[config.mk]
export PLATFORM = sky130hd
export DESIGN_NAME = cyclic_decoder_meggitt
export DESIGN_NICKNAME = d
export VERILOG_FILES = /design/src/rtl/cyclic_code_pkg.sv /design/src/rtl/cyclic_syndrome_lfsr.sv /design/src/rtl/cyclic_decoder_meggitt.sv
export SDC_FILE = /design/constraint.sdc
export NUM_CORES = 1
export LEC_CHECK = 0
export BUFFER_PORTS_ARGS = -buffer_cell sky130_fd_sc_hd__buf_2
export CORE_ASPECT_RATIO = 0.6
export CORE_UTILIZATION = 32
export DETAILED_ROUTE_END_ITERATION = 10
export PLACE_DENSITY_LB_ADDON = 0.08
export SLEW_MARGIN = 20
export SYNTH_ARGS = -nofsm -noshare
export SYNTH_HDL_FRONTEND = slang
export SYNTH_SLANG_ARGS = --single-unit
[constraint.sdc]
create_clock -name clk -period 1.7 [get_ports clk]
set_input_delay 0.34 -clock clk [delete_from_list [all_inputs] [get_ports clk]]
set_output_delay 0.34 -clock clk [all_outputs]
set_load 0.05 [all_outputs]
[src/rtl/cyclic_code_pkg.sv]
// Shared constants and GF(2) helpers for the (15,11) cyclic code decoder.
//   N, K, R  : codeword, info and parity lengths
//   GEN      : generator polynomial, bit i = coefficient of x^i
//   PAT      : x^(N-1) mod g, the syndrome signature of an error in the
//              bit currently leaving the emit buffer
package cyclic_code_pkg;

   localparam int N = 15;
   localparam int K = 11;
   localparam int R = N - K;
   localparam logic [R:0] GEN = 5'b10011;

   // One Horner step: (syn*x + b) mod g
   function automatic logic [R-1:0] gf2_mod_step(input logic [R-1:0] syn,
                                                 input logic         b,
                                                 input logic [R:0]   gen);
      logic [R:0] sh;
      sh = {syn, b};
      if (sh[R]) sh = sh ^ gen;
      return sh[R-1:0];
   endfunction

   // x^p mod g, evaluated at elaboration time
   function automatic logic [R-1:0] xpow_mod(input int p, input logic [R:0] gen);
      logic [R-1:0] syn;
      syn = {{(R-1){1'b0}}, 1'b1};
      for (int i = 0; i < p; i++) syn = gf2_mod_step(syn, 1'b0, gen);
      return syn;
   endfunction

   localparam logic [R-1:0] PAT = xpow_mod(N - 1, GEN);

endpackage

[src/rtl/cyclic_syndrome_lfsr.sv]
// R-bit serial divider by g(x) (Horner form).
//   clk, rst_n  : clock, async active-low reset
//   i_load      : load i_load_val (highest priority)
//   i_clear     : clear to zero
//   i_step      : shift in i_bit and reduce mod g
//   o_syn       : current remainder
module cyclic_syndrome_lfsr
   import cyclic_code_pkg::*;
(
   input  logic         clk,
   input  logic         rst_n,
   input  logic         i_load,
   input  logic [R-1:0] i_load_val,
   input  logic         i_clear,
   input  logic         i_step,
   input  logic         i_bit,
   output logic [R-1:0] o_syn
);

   logic [R-1:0] r_syn;

   always_ff @(posedge clk or negedge rst_n) begin
      if (!rst_n) begin
         r_syn <= '0;
      end else if (i_load) begin
         r_syn <= i_load_val;
      end else if (i_clear) begin
         r_syn <= '0;
      end else if (i_step) begin
         r_syn <= gf2_mod_step(r_syn, i_bit, GEN);
      end
   end

   assign o_syn = r_syn;

endmodule

[src/rtl/cyclic_decoder_meggitt.sv]
// Serial Meggitt decoder, single-error-correcting, for the (15,11) cyclic code.
// Receive stage accumulates the word and its syndrome; on the last bit the
// word moves to the emit stage, which streams it back out, flipping the bit
// whose rotated syndrome equals PAT.
//   clk        : clock
//   reset      : async active-low reset
//   enable     : qualifies 'in'
//   in         : received bit, x^(N-1) coefficient first
//   out        : corrected bit, same order
//   out_valid  : high N cycles per word
//   out_info   : high for the first K bits of each emitted word
//   err_flag   : high for a whole word whose syndrome was nonzero
module cyclic_decoder_meggitt
   import cyclic_code_pkg::*;
(
   input  logic clk,
   input  logic reset,
   input  logic enable,
   input  logic in,
   output logic out,
   output logic out_valid,
   output logic out_info,
   output logic err_flag
);

   localparam int CW = $clog2(N + 1);

   // Only N-1 bits are kept: the oldest bit of a full word is never needed
   // because the word is handed over on the edge that accepts its last bit.
   logic [N-2:0]  r_rx_buf;
   logic [CW-1:0] r_rx_cnt;
   logic [N-1:0]  r_tx_buf;
   logic [CW-1:0] r_tx_cnt;
   logic          r_tx_err;
   logic          r_out, r_out_valid, r_out_info, r_err_flag;

   logic [R-1:0]  w_rx_syn, w_tx_syn, w_rx_syn_final;
   logic          w_last, w_tx_active, w_hit;

   assign w_last         = enable && (r_rx_cnt == CW'(N - 1));
   assign w_rx_syn_final = gf2_mod_step(w_rx_syn, in, GEN);
   assign w_tx_active    = (r_tx_cnt != '0);
   assign w_hit          = w_tx_active && (w_tx_syn == PAT);

   cyclic_syndrome_lfsr u_rx_syn (
      .clk        (clk),
      .rst_n      (reset),
      .i_load     (1'b0),
      .i_load_val ('0),
      .i_clear    (w_last),
      .i_step     (enable),
      .i_bit      (in),
      .o_syn      (w_rx_syn)
   );

   // Load has priority so a new word can arrive on the edge that emits the
   // previous word's last bit.
   cyclic_syndrome_lfsr u_tx_syn (
      .clk        (clk),
      .rst_n      (reset),
      .i_load     (w_last),
      .i_load_val (w_rx_syn_final),
      .i_clear    (w_hit),
      .i_step     (w_tx_active),
      .i_bit      (1'b0),
      .o_syn      (w_tx_syn)
   );

   always_ff @(posedge clk or negedge reset) begin
      if (!reset) begin
         r_rx_buf <= '0;
         r_rx_cnt <= '0;
      end else if (enable) begin
         r_rx_buf <= {r_rx_buf[N-3:0], in};
         r_rx_cnt <= w_last ? '0 : r_rx_cnt + 1'b1;
      end
   end

   always_ff @(posedge clk or negedge reset) begin
      if (!reset) begin
         r_tx_buf <= '0;
         r_tx_cnt <= '0;
         r_tx_err <= 1'b0;
      end else if (w_last) begin
         r_tx_buf <= {r_rx_buf, in};
         r_tx_cnt <= CW'(N);
         r_tx_err <= (w_rx_syn_final != '0);
      end else if (w_tx_active) begin
         r_tx_buf <= {r_tx_buf[N-2:0], 1'b0};
         r_tx_cnt <= r_tx_cnt - 1'b1;
      end
   end

   always_ff @(posedge clk or negedge reset) begin
      if (!reset) begin
         r_out       <= 1'b0;
         r_out_valid <= 1'b0;
         r_out_info  <= 1'b0;
         r_err_flag  <= 1'b0;
      end else if (w_tx_active) begin
         r_out       <= r_tx_buf[N-1] ^ w_hit;
         r_out_valid <= 1'b1;
         r_out_info  <= (r_tx_cnt > CW'(R));
         r_err_flag  <= r_tx_err;
      end else begin
         r_out       <= 1'b0;
         r_out_valid <= 1'b0;
         r_out_info  <= 1'b0;
         r_err_flag  <= 1'b0;
      end
   end

   assign out       = r_out;
   assign out_valid = r_out_valid;
   assign out_info  = r_out_info;
   assign err_flag  = r_err_flag;

endmodule

==> results of run 1 <==
[final cells by class]
type | count | area, µm² | area share
clock inverter | 3 | 40.0 | 0.0163
sequential | 50 | 1250 | 0.510
inverter | 10 | 40.0 | 0.0163
multi-input combinational | 128 | 795 | 0.324
timing repair buffer | 20 | 151 | 0.0618
tap | 84 | 105 | 0.0429
clock buffer | 5 | 68.8 | 0.0281
[cell usage in the layout (no fill, tap or decap), drive strengths merged, types with 2 or more instances in the layout]
cell type / netlist / routed
xnor2: 4 / 4
a21o: 2 / 2
nor3: 2 / 2
nor3b: 2 / 2
a21oi: 31 / 31
dfrtp: 50 / 50
ha: 3 / 3
buf: 8 / 18
xor2: 3 / 3
clkinv: 0 / 2
a22oi: 2 / 2
o21ai: 5 / 5
clkbuf: 3 / 6
nand3: 4 / 4
inv: 10 / 10
mux2: 14 / 14
nand2: 23 / 23
o22ai: 5 / 5
nor2: 18 / 18
[metrics by stage]
step | instances | utilization
2_1_floorplan | 199 | -
5_1_grt | 300 | 0.389
4_1_cts | 297 | 0.384
3_3_place_gp | 287 | 0.364
6_report | 300 | 0.389
3_5_place_dp | 287 | 0.364
[cells by family after synthesis]
logic type | synth area share
AO/OA/AOI/OAI | 0.131
buffers and inverters | 0.0517
AND/OR/NAND/NOR | 0.117
flip-flops | 0.581
adder cells (fa/ha/maj) | 0.0174
XOR/XNOR | 0.0285
multiplexers | 0.0732
[synth_stat cells, drive strengths merged (2+ instances only)]
cell type | instances | area share
a21o | 2 | 0.0076
a21oi | 31 | 0.072
a22oi | 2 | 0.0070
buf | 8 | 0.028
clkbuf | 3 | 0.0058
dfrtp | 50 | 0.58
ha | 3 | 0.017
inv | 10 | 0.017
mux2 | 14 | 0.073
nand2 | 23 | 0.040
nand3 | 4 | 0.0093
nor2 | 18 | 0.031
nor3 | 2 | 0.0046
nor3b | 2 | 0.012
o21ai | 5 | 0.012
o22ai | 5 | 0.015
xnor2 | 4 | 0.016
xor2 | 3 | 0.012
[state kept, by name, summed over array words and instances, names as in the netlist]
name            count
r_tx_err            1
r_rx_cnt            4
u_tx_syn.o_syn      4
out_valid           1
r_rx_buf           14
u_rx_syn.o_syn      4
r_tx_buf           15
out_info            1
out                 1
r_tx_cnt            4
err_flag            1
[worst max path at each step]
stage	from	end	slack, ns
final	r_tx_cnt[0]	r_tx_cnt[0]	0.10
after global routing	r_tx_cnt[0]	r_tx_cnt[0]	0.005
after CTS	r_tx_cnt[0]	r_tx_buf[11]	0.04
after detailed placement	r_tx_cnt[0]	u_tx_syn.o_syn[1]	0.01
after global placement	r_tx_cnt[0]	u_tx_syn.o_syn[1]	0.13
after floorplan	r_tx_cnt[0]	err_flag	0.17
[routing by layer]
layer,vias up,GRT usage,wire length (µm)
met5,-,0,0
met4,0,0.0411,14
met3,2,0.0298,115
met2,19,0.217,1860
met1,702,0.186,2300
li1,708,-,-
[where the power goes]
part	leakage (nW)	switching (mW)	internal, mW	total (mW)
Sequential	0.624	0.333	1.66	1.99
Combinational	0.442	0.740	0.613	1.35
Clock	0.0579	0.384	0.433	0.817
[repair_timing]
action | 4_1_cts | 5_1_grt
endpoints found under the setup margin | 2 | 14
buffers inserted | 1 | 2
hold buffers | 1 | 0
gates cloned | 0 | 1
resized for setup | 0 | 5
hold endpoints to repair | 11 | 0
[worst min-delay path: cells and delay by family]
kind	cells	cell delay, ns
buf+inv	1	0.13
simple gates	2	0.10
==> metrics.txt, run 1 <==
# TYPE chip_impl_metric gauge
chip_impl_metric{name="synth-seq-area-share",unit=""} 0.581
chip_impl_metric{name="die_area",unit="µm²"} 7080
chip_impl_metric{name="worst-r2r-setup-slack",unit="ns"} 0.10
chip_impl_metric{name="timing.max_cap.violations",unit=""} 0
chip_impl_metric{name="total_clock_sinks",unit=""} 50
chip_impl_info{name="worst_hold_path_type",value="input port to flip-flop"} 1
chip_impl_metric{name="start_util",unit=""} 0.342
chip_impl_info{name="status",value="finished, final reports clean"} 1
chip_impl_metric{name="setup-tns-final",unit="ns"} 0
chip_impl_metric{name="grt_antenna_before_repair",unit=""} 0
chip_impl_metric{name="worstSkewPairLatency",unit="ns"} 0.30
chip_impl_metric{name="fin_worst_skew",unit="ns"} 0.00891
chip_impl_metric{name="async_reset_ff_frac",unit=""} 1.00
chip_impl_info{name="rsz0062_at_grt",value="false"} 1
chip_impl_metric{name="final-setup-viol-count",unit=""} 0
chip_impl_metric{name="setup_ws",unit="ns"} 0.102
chip_impl_metric{name="syn-num-nets",unit=""} 206
chip_impl_metric{name="first_global_vias",unit=""} 1470
chip_impl_info{name="critical_path.cell_chain",value="inv_1, ha_2, nor3b_4, buf_4, buf_4, buf_4, xnor2_1, nand2_1"} 1
chip_impl_metric{name="buf_inv_stages_crit_path",unit=""} 4
chip_impl_info{name="destination_of_the_worst_hold_path",value="r_tx_buf[0]"} 1
chip_impl_metric{name="critical_path_cell_count",unit=""} 8
chip_impl_info{name="tritoncts",value="built"} 1
chip_impl_metric{name="insertedDiodeCount",unit=""} 0
chip_impl_metric{name="path_max_fanout",unit=""} 6
chip_impl_metric{name="cts_max_level",unit=""} 2
chip_impl_metric{name="syn2layout_area_growth",unit="%"} 13.8
chip_impl_metric{name="cell_area_power_density",unit="nW/µm²"} 1700
chip_impl_info{name="cpLargestDelayFamily",value="buffers and inverters"} 1
chip_impl_metric{name="vias",unit=""} 1431
chip_impl_metric{name="timing_worst_slew_pin_value",unit="ns"} 0.336
chip_impl_metric{name="net_count_final",unit=""} 222
chip_impl_metric{name="grt_max_degree",unit=""} 26
chip_impl_metric{name="placed_area",unit="µm²"} 2290
chip_impl_metric{name="place_hpwl",unit="µm"} 2870
chip_impl_metric{name="post-route-drc-count",unit=""} 0
chip_impl_metric{name="max_slew_headroom",unit=""} 0.776
chip_impl_metric{name="layout-drive-gt1-share",unit=""} 0.218
chip_impl_metric{name="postRouteAntennaNets",unit=""} 0
chip_impl_metric{name="power.ir.vdd_worst",unit="V"} 0.000698
chip_impl_metric{name="number_of_buffers_inserted_by_port_buffering",unit=""} 7
chip_impl_metric{name="holdPathStages",unit=""} 3
chip_impl_metric{name="cellLeakagePower",unit="nW"} 1.12
chip_impl_metric{name="final_hold_viol_count",unit=""} 0
chip_impl_metric{name="synth_edf_count",unit=""} 0
chip_impl_metric{name="final_min_period_over_clock_period",unit=""} 0.940
chip_impl_info{name="worst_path_most_repeated_cell",value="buf_4"} 1
chip_impl_info{name="cts_root_buffer",value="clkbuf_8"} 1
chip_impl_metric{name="cell_rows",unit=""} 22
chip_impl_info{name="yosys_most_used_dff",value="dfrtp_1"} 1
chip_impl_info{name="slowest_stage",value="dfrtp_1"} 1
chip_impl_metric{name="ys_ff_latch",unit=""} 50
chip_impl_metric{name="crit_path_max_incr_delay",unit="ns"} 0.38
chip_impl_metric{name="synth.lib_cells_used.distinct",unit=""} 34
chip_impl_metric{name="synthesized_area",unit="µm²"} 2150
chip_impl_metric{name="dieWidth",unit="µm"} 108
chip_impl_metric{name="ys.warnings.count",unit=""} 0
chip_impl_metric{name="avgViaCountPerCell",unit=""} 4.77
chip_impl_metric{name="filler_instances",unit=""} 619
chip_impl_info{name="crit_path_start_kind",value="flip-flop"} 1
chip_impl_metric{name="dpl_worst_slack",unit="ns"} 0.0101
chip_impl_metric{name="ports",unit=""} 8
chip_impl_metric{name="maximum_operating_frequency",unit="MHz"} 626
chip_impl_metric{name="synthesis.instances",unit=""} 199
chip_impl_metric{name="critPathRequiredTime",unit="ns"} 1.88
chip_impl_metric{name="cts_made_buffers",unit=""} 5
chip_impl_info{name="worstReg2RegStart",value="r_tx_cnt[0]"} 1
chip_impl_metric{name="globalRoute.totalOverflow",unit=""} 0
chip_impl_metric{name="clock_tree.buffer_depth",unit=""} 2
chip_impl_info{name="setup.worst_path.class",value="flip-flop to flip-flop"} 1
chip_impl_metric{name="detail_route.first_pass.iterations",unit=""} 4
chip_impl_metric{name="worst_r2r_path_depth",unit=""} 8
chip_impl_metric{name="die_y",unit="µm"} 65.6
chip_impl_metric{name="postLayoutCellArea",unit="µm²"} 2450
chip_impl_metric{name="track_usage",unit=""} 0.136
chip_impl_metric{name="dr.first_iter.drc_count",unit=""} 56
chip_impl_metric{name="timing.final.max_slew_violations",unit=""} 0
chip_impl_metric{name="min_period",unit="ns"} 1.60
chip_impl_metric{name="grt_pass1_wl",unit="µm"} 7230
chip_impl_info{name="launch_instance_of_the_worst_min_delay_path",value="in"} 1
chip_impl_metric{name="wire_per_inst",unit="µm"} 14.3
chip_impl_metric{name="core_area",unit="µm²"} 6300
chip_impl_metric{name="synthesis.area_per_instance",unit="µm²"} 10.8
chip_impl_metric{name="worst_setup_hold_path_clk_slew",unit="ns"} 0.09
chip_impl_metric{name="hold_ws",unit="ns"} 0.319
chip_impl_metric{name="totalWireLength",unit="µm"} 4280
chip_impl_metric{name="arrival",unit="ns"} 1.78
chip_impl_info{name="r2r_end",value="r_tx_cnt[0]"} 1
chip_impl_metric{name="report.power.total",unit="mW"} 4.16
chip_impl_info{name="critical_path.endpoint_type",value="flip-flop"} 1
chip_impl_metric{name="routabilityCongestion",unit=""} 0.769
No activity file was read; power rests on OpenSTA's default activity.
==> run 2, diff against run 1 <==
- PLACE_DENSITY_LB_ADDON: 0.08 -> 0.15
==> run 2 against run 1 <==
Effect of this change: combinational power shrank 4%; global-route usage fell by 1.1 points; critical path depth down 2; setup slack improved by 0.093 ns; first-iteration DRC count shrank 3.6%; core utilization fell by 0.56 points; count of clock-buffer cells in the layout grew 1; die area did not move.
==> metrics.txt, run 2 (same netlist as run 1, synthesis figures left out) <==
# TYPE chip_impl_metric gauge
chip_impl_metric{name="setup-tns-final",unit="ns"} 0
chip_impl_metric{name="hold_ws",unit="ns"} 0.00874
chip_impl_metric{name="critPathRequiredTime",unit="ns"} 1.87
chip_impl_metric{name="postCtsHoldBufs",unit=""} 0
chip_impl_metric{name="number_of_buffers_inserted_by_port_buffering",unit=""} 7
chip_impl_metric{name="net_count_final",unit=""} 215
chip_impl_metric{name="placed_area",unit="µm²"} 2300
chip_impl_metric{name="max_slew_headroom",unit=""} 0.746
chip_impl_metric{name="core_area",unit="µm²"} 6300
chip_impl_metric{name="final_hold_viol_count",unit=""} 0
chip_impl_metric{name="routabilityCongestion",unit=""} 0.686
chip_impl_info{name="crit_path_start_kind",value="flip-flop"} 1
chip_impl_metric{name="total_clock_sinks",unit=""} 50
chip_impl_metric{name="dr.first_iter.drc_count",unit=""} 54
chip_impl_info{name="cpLargestDelayFamily",value="flip-flops"} 1
chip_impl_metric{name="final-setup-viol-count",unit=""} 0
chip_impl_metric{name="max_reg_flops",unit=""} 15
chip_impl_metric{name="dieWidth",unit="µm"} 108
chip_impl_metric{name="track_usage",unit=""} 0.125
chip_impl_metric{name="insertedDiodeCount",unit=""} 0
chip_impl_metric{name="fin_worst_skew",unit="ns"} 0.00536
chip_impl_metric{name="grt_max_degree",unit=""} 51
chip_impl_metric{name="ctsResizeCount",unit=""} 0
chip_impl_metric{name="final_min_period_over_clock_period",unit=""} 0.885
chip_impl_metric{name="start_util",unit=""} 0.342
chip_impl_metric{name="die_area",unit="µm²"} 7080
chip_impl_metric{name="die_y",unit="µm"} 65.6
chip_impl_metric{name="filler_instances",unit=""} 637
chip_impl_metric{name="critical_path_cell_count",unit=""} 6
chip_impl_metric{name="detail_route.first_pass.iterations",unit=""} 4
chip_impl_info{name="setup.worst_path.class",value="flip-flop to flip-flop"} 1
chip_impl_metric{name="cts_made_buffers",unit=""} 5
chip_impl_metric{name="ports",unit=""} 8
chip_impl_metric{name="post-route-drc-count",unit=""} 0
chip_impl_metric{name="clock_tree.buffer_depth",unit=""} 2
chip_impl_metric{name="postRouteAntennaNets",unit=""} 0
chip_impl_metric{name="first_global_vias",unit=""} 1352
chip_impl_info{name="tritoncts",value="built"} 1
chip_impl_info{name="critical_path.cell_chain",value="inv_1, ha_1, nor3b_4, inv_2, o21ai_0, o22ai_1"} 1
chip_impl_metric{name="timing.final.max_slew_violations",unit=""} 0
chip_impl_metric{name="cts_max_level",unit=""} 2
chip_impl_metric{name="arrival",unit="ns"} 1.68
chip_impl_info{name="slowest_stage",value="dfrtp_1"} 1
chip_impl_metric{name="layout-drive-gt1-share",unit=""} 0.188
chip_impl_metric{name="maximum_operating_frequency",unit="MHz"} 664
chip_impl_metric{name="place_hpwl",unit="µm"} 2400
chip_impl_metric{name="buf_inv_stages_crit_path",unit=""} 2
chip_impl_info{name="top_regs",value="r_tx_buf x15, r_rx_buf x14"} 1
chip_impl_metric{name="min_period",unit="ns"} 1.50
chip_impl_metric{name="wire_per_inst",unit="µm"} 13.1
chip_impl_metric{name="grt_antenna_before_repair",unit=""} 0
chip_impl_info{name="rsz0062_at_grt",value="false"} 1
chip_impl_metric{name="globalRoute.totalOverflow",unit=""} 0
chip_impl_metric{name="cts_setup_buffers",unit=""} 0
chip_impl_metric{name="postLayoutCellArea",unit="µm²"} 2420
chip_impl_info{name="critical_path.endpoint_type",value="flip-flop"} 1
chip_impl_metric{name="cell_rows",unit=""} 22
chip_impl_info{name="layout_commonest_cell",value="dfrtp_1"} 1
chip_impl_info{name="status",value="finished, final reports clean"} 1
chip_impl_metric{name="crit_path_max_incr_delay",unit="ns"} 0.38
chip_impl_info{name="most-common-layout-cells",value="dfrtp_1, a21oi_1, nand2_1, nor2_1, mux2_2"} 1
chip_impl_metric{name="power.ir.vdd_worst",unit="V"} 0.000767
chip_impl_metric{name="cell_area_power_density",unit="nW/µm²"} 1700
chip_impl_metric{name="worst_r2r_path_depth",unit=""} 6
chip_impl_metric{name="syn2layout_area_growth",unit="%"} 12.1
chip_impl_info{name="worst_hold_path_type",value="input port to async pin"} 1
chip_impl_metric{name="vias",unit=""} 1379
chip_impl_metric{name="timing_worst_slew_pin_value",unit="ns"} 0.379
chip_impl_metric{name="post-route-util",unit=""} 0.383
chip_impl_info{name="cts_root_buffer",value="clkbuf_8"} 1
chip_impl_metric{name="cellLeakagePower",unit="nW"} 1.09
chip_impl_metric{name="path_max_fanout",unit=""} 19
chip_impl_metric{name="worst_setup_hold_path_clk_slew",unit="ns"} 0.09
chip_impl_info{name="largest-register",value="r_tx_buf"} 1
chip_impl_metric{name="report.power.total",unit="mW"} 4.11
chip_impl_metric{name="grt_pass1_wl",unit="µm"} 6680
chip_impl_metric{name="avgViaCountPerCell",unit=""} 4.72
chip_impl_metric{name="totalWireLength",unit="µm"} 3820
chip_impl_metric{name="timing.max_cap.violations",unit=""} 0
chip_impl_metric{name="worstSkewPairLatency",unit="ns"} 0.29
==> run 2: cell count changes in the layout (fill, tap and decap cells not counted), sizes merged <==
cell | before | now
buf | 18 | 13
clkinv | 2 | 0
dlygate4sd3 | 1 | 0
==> run 2: worst paths after layout <==
kind,startpoint,to,slack [ns]
hold / removal,reset,r_tx_cnt[2],0.009
hold reg to reg,r_rx_buf[13],r_rx_buf[13],0.52
min in group clk,in,r_tx_buf[0],0.31
max in group asynchronous,reset,r_rx_buf[0],1.45
setup reg to reg,r_tx_cnt[0],u_tx_syn.o_syn[1],0.20
setup / recovery,r_tx_cnt[0],u_tx_syn.o_syn[1],0.20
==> run 2: cell type report <==
type / instances / area [µm²] / share of cell area
clock buffers: 6 / 82.6 / 0.0342
clock inverters: 1 / 30.0 / 0.0124
inverters: 10 / 37.5 / 0.0155
multi-input cells: 128 / 792 / 0.328
flip-flops and latches: 50 / 1250 / 0.518
well taps: 84 / 105 / 0.0435
repair buffers: 13 / 118 / 0.0487
==> run 2: layer usage <==
metal	global-route usage	up-vias	share of wire	wire (µm)
met5	0	-	0	0
met4	0.0411	0	0.0050	19
met3	0.0387	2	0.047	181
met2	0.175	24	0.39	1470
met1	0.181	659	0.56	2150
li1	-	694	-	-
==> run 2: where the power goes <==
part / switching, mW / total, mW / internal [mW]
combinational: 0.703 / 1.29 / 0.583
sequential: 0.321 / 1.98 / 1.66
clock: 0.375 / 0.846 / 0.471
total: 1.40 / 4.11 / 2.71
==> run 2: stage by stage <==
stage | std cells | worst slack (ns)
after floorplan | 199 | 0.166
after global placement | 285 | 0.243
after detailed placement | 285 | 0.213
after CTS | 292 | 0.200
after global routing | 292 | 0.0720
final | 292 | 0.195
